### src/rtl/seq_det_scheduler.sv
// Time-shared 4-bit overlapping Moore sequence detector serving NCH serial channels.
// A round-robin arbiter picks one channel per cycle, advances its saved context and writes it back.
module seq_det_scheduler #(
    parameter int          NCH     = 4,
    parameter logic [3:0]  PATTERN = 4'b1011,
    parameter int          CNT_W   = 16,
    localparam int         IDX_W   = (NCH > 1) ? $clog2(NCH) : 1
) (
    input  logic             i_clk,
    input  logic             i_rst_n,
    input  logic [NCH-1:0]   i_ch_valid,
    input  logic [NCH-1:0]   i_ch_bit,
    output logic [NCH-1:0]   o_ch_ready,
    input  logic [NCH-1:0]   i_ch_clr,
    input  logic             i_cfg_we,
    input  logic [3:0]       i_cfg_pattern,
    output logic [NCH-1:0]   o_z,
    output logic             o_det_valid,
    output logic [IDX_W-1:0] o_det_ch,
    output logic [CNT_W-1:0] o_hit_cnt
);

    typedef enum logic [2:0] {S0 = 3'd0, S1 = 3'd1, S2 = 3'd2, S3 = 3'd3, S4 = 3'd4} stateT;

    stateT            r_ctx [NCH];
    stateT            w_ctxNext [NCH];
    stateT            w_newState;
    logic [3:0]       r_pattern;
    logic [IDX_W-1:0] r_ptr;
    logic             r_detValid;
    logic [IDX_W-1:0] r_detCh;
    logic [CNT_W-1:0] r_hitCnt;

    logic [NCH-1:0]   w_eligible;
    logic [NCH-1:0]   w_grant;
    logic [IDX_W-1:0] w_grantIdx;
    logic [IDX_W-1:0] w_scanIdx;
    logic             w_xfer;
    logic             w_detNext;

    // State k means the last k bits equal the first k pattern bits; the next state is the
    // longest suffix of (matched prefix, new bit) that is again a prefix of the pattern.
    function automatic stateT nextState(input logic [3:0] pat, input stateT cur, input logic b);
        logic [4:0] hist;
        logic [1:0] idx;
        logic       ok;
        int         k;
        stateT      res;
        k       = int'(cur);
        hist    = '0;
        hist[0] = b;
        for (int i = 1; i <= 4; i++) begin
            if (i <= k) begin
                idx     = 2'(3 - k + i);
                hist[i] = pat[idx];
            end
        end
        res = S0;
        for (int len = 1; len <= 4; len++) begin
            if (len <= k + 1) begin
                ok = 1'b1;
                for (int j = 0; j < 4; j++) begin
                    if (j < len) begin
                        idx = 2'(4 - len + j);
                        if (hist[j] != pat[idx]) ok = 1'b0;
                    end
                end
                if (ok) res = stateT'(len);
            end
        end
        return res;
    endfunction

    always_comb begin
        w_eligible = i_ch_valid & ~i_ch_clr & {NCH{~i_cfg_we}};
        w_grant    = '0;
        w_grantIdx = '0;
        w_scanIdx  = '0;
        w_xfer     = 1'b0;
        // Scan starts just past the last granted channel so every requester gets a turn.
        for (int off = 1; off <= NCH; off++) begin
            w_scanIdx = IDX_W'((int'(r_ptr) + off) % NCH);
            if (!w_xfer && w_eligible[w_scanIdx]) begin
                w_xfer              = 1'b1;
                w_grantIdx          = w_scanIdx;
                w_grant[w_scanIdx]  = 1'b1;
            end
        end
    end

    always_comb begin
        w_ctxNext  = r_ctx;
        w_detNext  = 1'b0;
        w_newState = nextState(r_pattern, r_ctx[w_grantIdx], i_ch_bit[w_grantIdx]);
        if (i_cfg_we) begin
            for (int i = 0; i < NCH; i++) w_ctxNext[i] = S0;
        end else begin
            for (int i = 0; i < NCH; i++) begin
                if (i_ch_clr[i]) w_ctxNext[i] = S0;
            end
            if (w_xfer) begin
                w_ctxNext[w_grantIdx] = w_newState;
                w_detNext             = (w_newState == S4);
            end
        end
    end

    always_ff @(posedge i_clk or negedge i_rst_n) begin
        if (!i_rst_n) begin
            r_ctx      <= '{default: S0};
            r_pattern  <= PATTERN;
            r_ptr      <= IDX_W'(NCH - 1);
            r_detValid <= 1'b0;
            r_detCh    <= '0;
            r_hitCnt   <= '0;
        end else begin
            r_ctx      <= w_ctxNext;
            r_detValid <= w_detNext;
            if (i_cfg_we) r_pattern <= i_cfg_pattern;
            if (w_xfer) r_ptr <= w_grantIdx;
            if (w_detNext) begin
                r_detCh <= w_grantIdx;
                if (r_hitCnt != {CNT_W{1'b1}}) r_hitCnt <= r_hitCnt + CNT_W'(1);
            end
        end
    end

    always_comb begin
        o_z = '0;
        for (int i = 0; i < NCH; i++) o_z[i] = (r_ctx[i] == S4);
    end

    assign o_ch_ready  = w_grant;
    assign o_det_valid = r_detValid;
    assign o_det_ch    = r_detCh;
    assign o_hit_cnt   = r_hitCnt;

endmodule

### config.mk
export PLATFORM = sky130hd
export DESIGN_NAME = seq_det_scheduler
export DESIGN_NICKNAME = d
export VERILOG_FILES = /design/src/rtl/seq_det_scheduler.sv
export SDC_FILE = /design/constraint.sdc
export NUM_CORES = 1
export LEC_CHECK = 0
export CORE_MARGIN = 10
export CORE_UTILIZATION = 50
export CTS_CLUSTER_SIZE = 12
export DETAILED_ROUTE_END_ITERATION = 16
export PLACE_DENSITY = 0.74
export SLEW_MARGIN = 25
export SYNTH_ARGS = -nofsm -noshare
export SYNTH_HDL_FRONTEND = slang
export SYNTH_SLANG_ARGS = --single-unit
### constraint.sdc
create_clock -name i_clk -period 8.5 [get_ports i_clk]
set_input_delay 1.275 -clock i_clk [delete_from_list [all_inputs] [get_ports i_clk]]
set_output_delay 1.275 -clock i_clk [all_outputs]
set_load 0.005 [all_outputs]
==> metrics.md <==
| Metric | Value |
|---|---|
| Max_slew headroom | `41.24%` |
| Post-CTS Setup Inserts | `0` |
| Syn_area_per_cell | `9.038 um2` |
| List of most frequent post-synthesis cells | `sky130_fd_sc_hd__dfrtp_1, sky130_fd_sc_hd__nand2_1, sky130_fd_sc_hd__nor2_1, sky130_fd_sc_hd__o21ai_0` |
| Final Cycle Share | `73.27%` |
| Pin count of the biggest net entering global routing | `38` |
| Run status | `finished clean` |
| Core ar. | `5991 um2` |
| Req. time, crit path | `8.67 ns` |
| # hold bufs at CTS | `0` |
| Count of different cell masters after synthesis | `73` |
| Synthesis-to-finish area growth | `18.11%` |
| Area fraction of the dominant cell type after synthesis | `25.75%` |
| Clock root buffer master | `sky130_fd_sc_hd__clkbuf_8` |
| Final hold violation count | `0` |
| DP Wirelength | `6.067 mm` |
| Endpoint of the lowest-slack register-to-register path | `o_hit_cnt[1]` |
| WHS Endpoint | `o_det_ch[1]` |
| I/O pins | `46` |
| Most used flip-flop cell after synthesis | `sky130_fd_sc_hd__dfrtp_1` |
| Seq/Total Area, Yosys | `29.98%` |
| Depth of the worst register-to-register path | `18` |
| Final worst hold slack | `0.4967 ns` |
| Y dimension of the die | `98.86 um` |
| TritonCTS clock tree | `yes` |
| Flip-flop and latch area | `932.1 um2` |
| Number of antenna violations at the first check in global routing | `0` |
| Power per Cell Area | `218.6 nW/um2` |
| FP Rows | `28` |
| Min cycle time layout | `6.228 ns` |
| Hold Crit Class | `reg2reg` |
| Total placed instance area | `3575 um2` |
| Finished Cell Area | `3672 um2` |
| Number of maximum-capacitance constraint violations | `0` |
| Iteration-0 DRC count of the detailed router | `289` |
| Clock net sink count | `37` |
| 1st-pass router iterations | `5` |
| Max rail drop VDD | `0.1073 mV` |
| Count of unresolved DRC violations after routing | `0` |
| Layout cell share with drive strength beyond 1 | `13.28%` |
| Max Root-Sink Buffers | `2` |
| Beginning of the worst register-to-register path | `r_ptr[0]` |
| Reg-to-reg setup timing slack | `2.52 ns` |
| Transition at the pin with the smallest max-transition slack | `0.8733 ns` |
| Net count of the mapped netlist | `374` |
| Count of state elements after synthesis | `37` |
| Antenna diode instance count | `0` |
| Max-slew violation count | `0` |
| Signal arrival time at the worst endpoint | `6.40 ns` |
| Nature of the critical path endpoint | `flop` |
| Remaining number of nets flagged by the antenna check after routing | `0` |
| # H-tree levels | `2` |
| Die Width | `98.86 um` |
| Startpoint of the lowest-slack hold path | `o_det_ch[1]` |
| Count of vias placed by the detailed router | `2809` |
| Net total in the final layout | `413` |
| Top cells by area, synth | `sky130_fd_sc_hd__dfrtp_1, sky130_fd_sc_hd__xnor2_1, sky130_fd_sc_hd__ha_1` |
| Number of non-filler instances in the completed layout | `459` |
| Initial Utilization | `51.90%` |
| Post_cts resized | `0` |
| Warnings, synthesis | `0` |
| Final number of setup-violating endpoints | `0` |
| Unrepaired setup endpoints after global routing | `false` |
| Clock-pin slew of the registers on the worst-case setup and hold paths | `0.07 ns` |
| Number of global-route vias before repair | `2765` |
| Buffers on Ports | `45` |
| Leakage power | `1.480 nW` |
| Total Negative Setup Slacks | `0 ns` |
| Share of async-settable or async-resettable flops after synthesis | `100.0%` |
| Die Footprint | `9772 um2` |
| Start-to-end type of the worst setup path | `in2reg` |
| Overall global routing resource usage | `16.51%` |
| Post-DR wirelength/cell | `17.66 um` |
| Area of combinational cells with multiple inputs | `2049 um2` |
| Top achievable clock speed | `160.6 MHz` |
| Clock Skew | `0.004430 ns` |
| Startpoint kind of the worst setup timing path | `primary input` |
| Placed instance count | `450` |
| Clock latency of the later-clocked register in the worst-skew pair | `0.29 ns` |
| Hold Path Stages | `1` |
| Final weighted congestion of routability-driven global placement | `0.9635` |
| Global route total overflow | `0` |
| Number of CTS-inserted buffers | `5` |
| Largest fanout of any net on the critical path | `13` |
| Via/cell ratio | `6.120` |
| Gate count after technology mapping | `344` |
| Post-synth EDFFs | `0` |
| Cell accounting for the most synthesized area | `sky130_fd_sc_hd__dfrtp_1` |
| Count of fill cells added during filler insertion | `497` |
| Wire length after detailed routing | `8.105 mm` |
| Cell area after synthesis | `3109 um2` |
| Wire length of the first global-routing pass | `13.85 mm` |
[cell usage in the layout (no fill, tap or decap), types with 3 or more instances in the layout]
cell and n:
sky130_fd_sc_hd__clkdlybuf4s50_1 44, sky130_fd_sc_hd__nand2_1 32, sky130_fd_sc_hd__dfrtp_1 32, sky130_fd_sc_hd__nor2_1 22
sky130_fd_sc_hd__o21ai_0 20, sky130_fd_sc_hd__nand3_1 17, sky130_fd_sc_hd__xnor2_1 17, sky130_fd_sc_hd__mux2i_1 13
sky130_fd_sc_hd__ha_1 11, sky130_fd_sc_hd__o31ai_1 10, sky130_fd_sc_hd__and3_1 10, sky130_fd_sc_hd__a21oi_1 9
sky130_fd_sc_hd__nand3_2 9, sky130_fd_sc_hd__inv_1 8, sky130_fd_sc_hd__and2_1 8, sky130_fd_sc_hd__nand4_1 8
sky130_fd_sc_hd__nor3_1 6, sky130_fd_sc_hd__clkbuf_8 6, sky130_fd_sc_hd__nand2b_1 5, sky130_fd_sc_hd__nand3b_1 5
sky130_fd_sc_hd__a221o_1 5, sky130_fd_sc_hd__dfstp_2 5, sky130_fd_sc_hd__or3_1 3, sky130_fd_sc_hd__a221oi_1 3
sky130_fd_sc_hd__or4_1 3, sky130_fd_sc_hd__a22oi_1 3, sky130_fd_sc_hd__o22ai_1 3, sky130_fd_sc_hd__mux2_1 3
sky130_fd_sc_hd__buf_4 3
[worst max path at each step]
stage	from	to	cells after the start
floorplan	i_ch_clr[1]	o_det_ch[0]	16
global placement	i_ch_clr[1]	o_hit_cnt[1]	16
global route	i_ch_clr[1]	r_ctx[6]	15
finish	i_ch_clr[1]	o_hit_cnt[1]	17
detailed placement	i_ch_clr[1]	o_hit_cnt[1]	16
CTS	i_ch_clr[1]	o_hit_cnt[1]	16
[cell type report]
class	count	area share (%)
multi-input cells	282	55.81
flip-flops and latches	37	25.38
clock buffers	8	2.453
repair buffers	48	12.74
well taps	75	2.555
inverters	9	1.056
[where the power goes]
group	internal, W	leakage, nW	switching, W
Combinational	0.000178	0.939	0.000267
Sequential	0.000197	0.496	0.0000327
Clock	0.0000661	0.0455	0.0000611
Total	0.000442	1.48	0.000361
[critical path, cell delays in order]
cell	delay, ns
sky130_fd_sc_hd__clkdlybuf4s50_1	0.49
sky130_fd_sc_hd__nand2b_1	0.30
sky130_fd_sc_hd__a22o_1	0.27
sky130_fd_sc_hd__a221oi_1	0.38
sky130_fd_sc_hd__o21ai_2	0.16
sky130_fd_sc_hd__nor2_2	0.56
sky130_fd_sc_hd__mux2_4	0.40
sky130_fd_sc_hd__ha_1	0.40
sky130_fd_sc_hd__nor2_1	0.23
sky130_fd_sc_hd__a32o_1	0.21
sky130_fd_sc_hd__a22oi_1	0.08
sky130_fd_sc_hd__and3_1	0.22
sky130_fd_sc_hd__a311o_1	0.31
sky130_fd_sc_hd__nor4_4	0.39
sky130_fd_sc_hd__buf_4	0.30
sky130_fd_sc_hd__nand2_2	0.09
sky130_fd_sc_hd__mux2_1	0.32
[through the flow]
step	utilization (%)	worst slack [ns]	total power [W]
global route	61.30	1.922	0.0008659
CTS	61.17	2.114	0.0008013
global placement	59.67	2.033	0.0006685
detailed placement	59.67	1.836	0.0006723
finish	61.30	2.272	0.0008029
floorplan	-	3.479	0.0005667
[state kept, by name, indices dropped and copies added, names as in the netlist]
signal       flops
o_det_ch         2
o_det_valid      1
o_hit_cnt       16
r_ctx           12
r_pattern        4
r_ptr            2
[routing by layer]
metal,routed length (um),global-route usage (%),share of wire (%)
met5,0,0,0
met3,614,4.539,7.6
met1,3695,22.06,46
met2,3668,25.35,45
met4,127,4.631,1.6
[kinds of logic after synthesis]
kind of cell | synth area share [%]
adder cells (fa/ha/maj) | 4.426
flip-flops | 29.98
AND/OR/NAND/NOR | 28.21
buffers and inverters | 4.306
multiplexers | 8.088
XOR/XNOR | 5.312
AO/OA/AOI/OAI | 19.68
(Power assumes the default switching activity.)
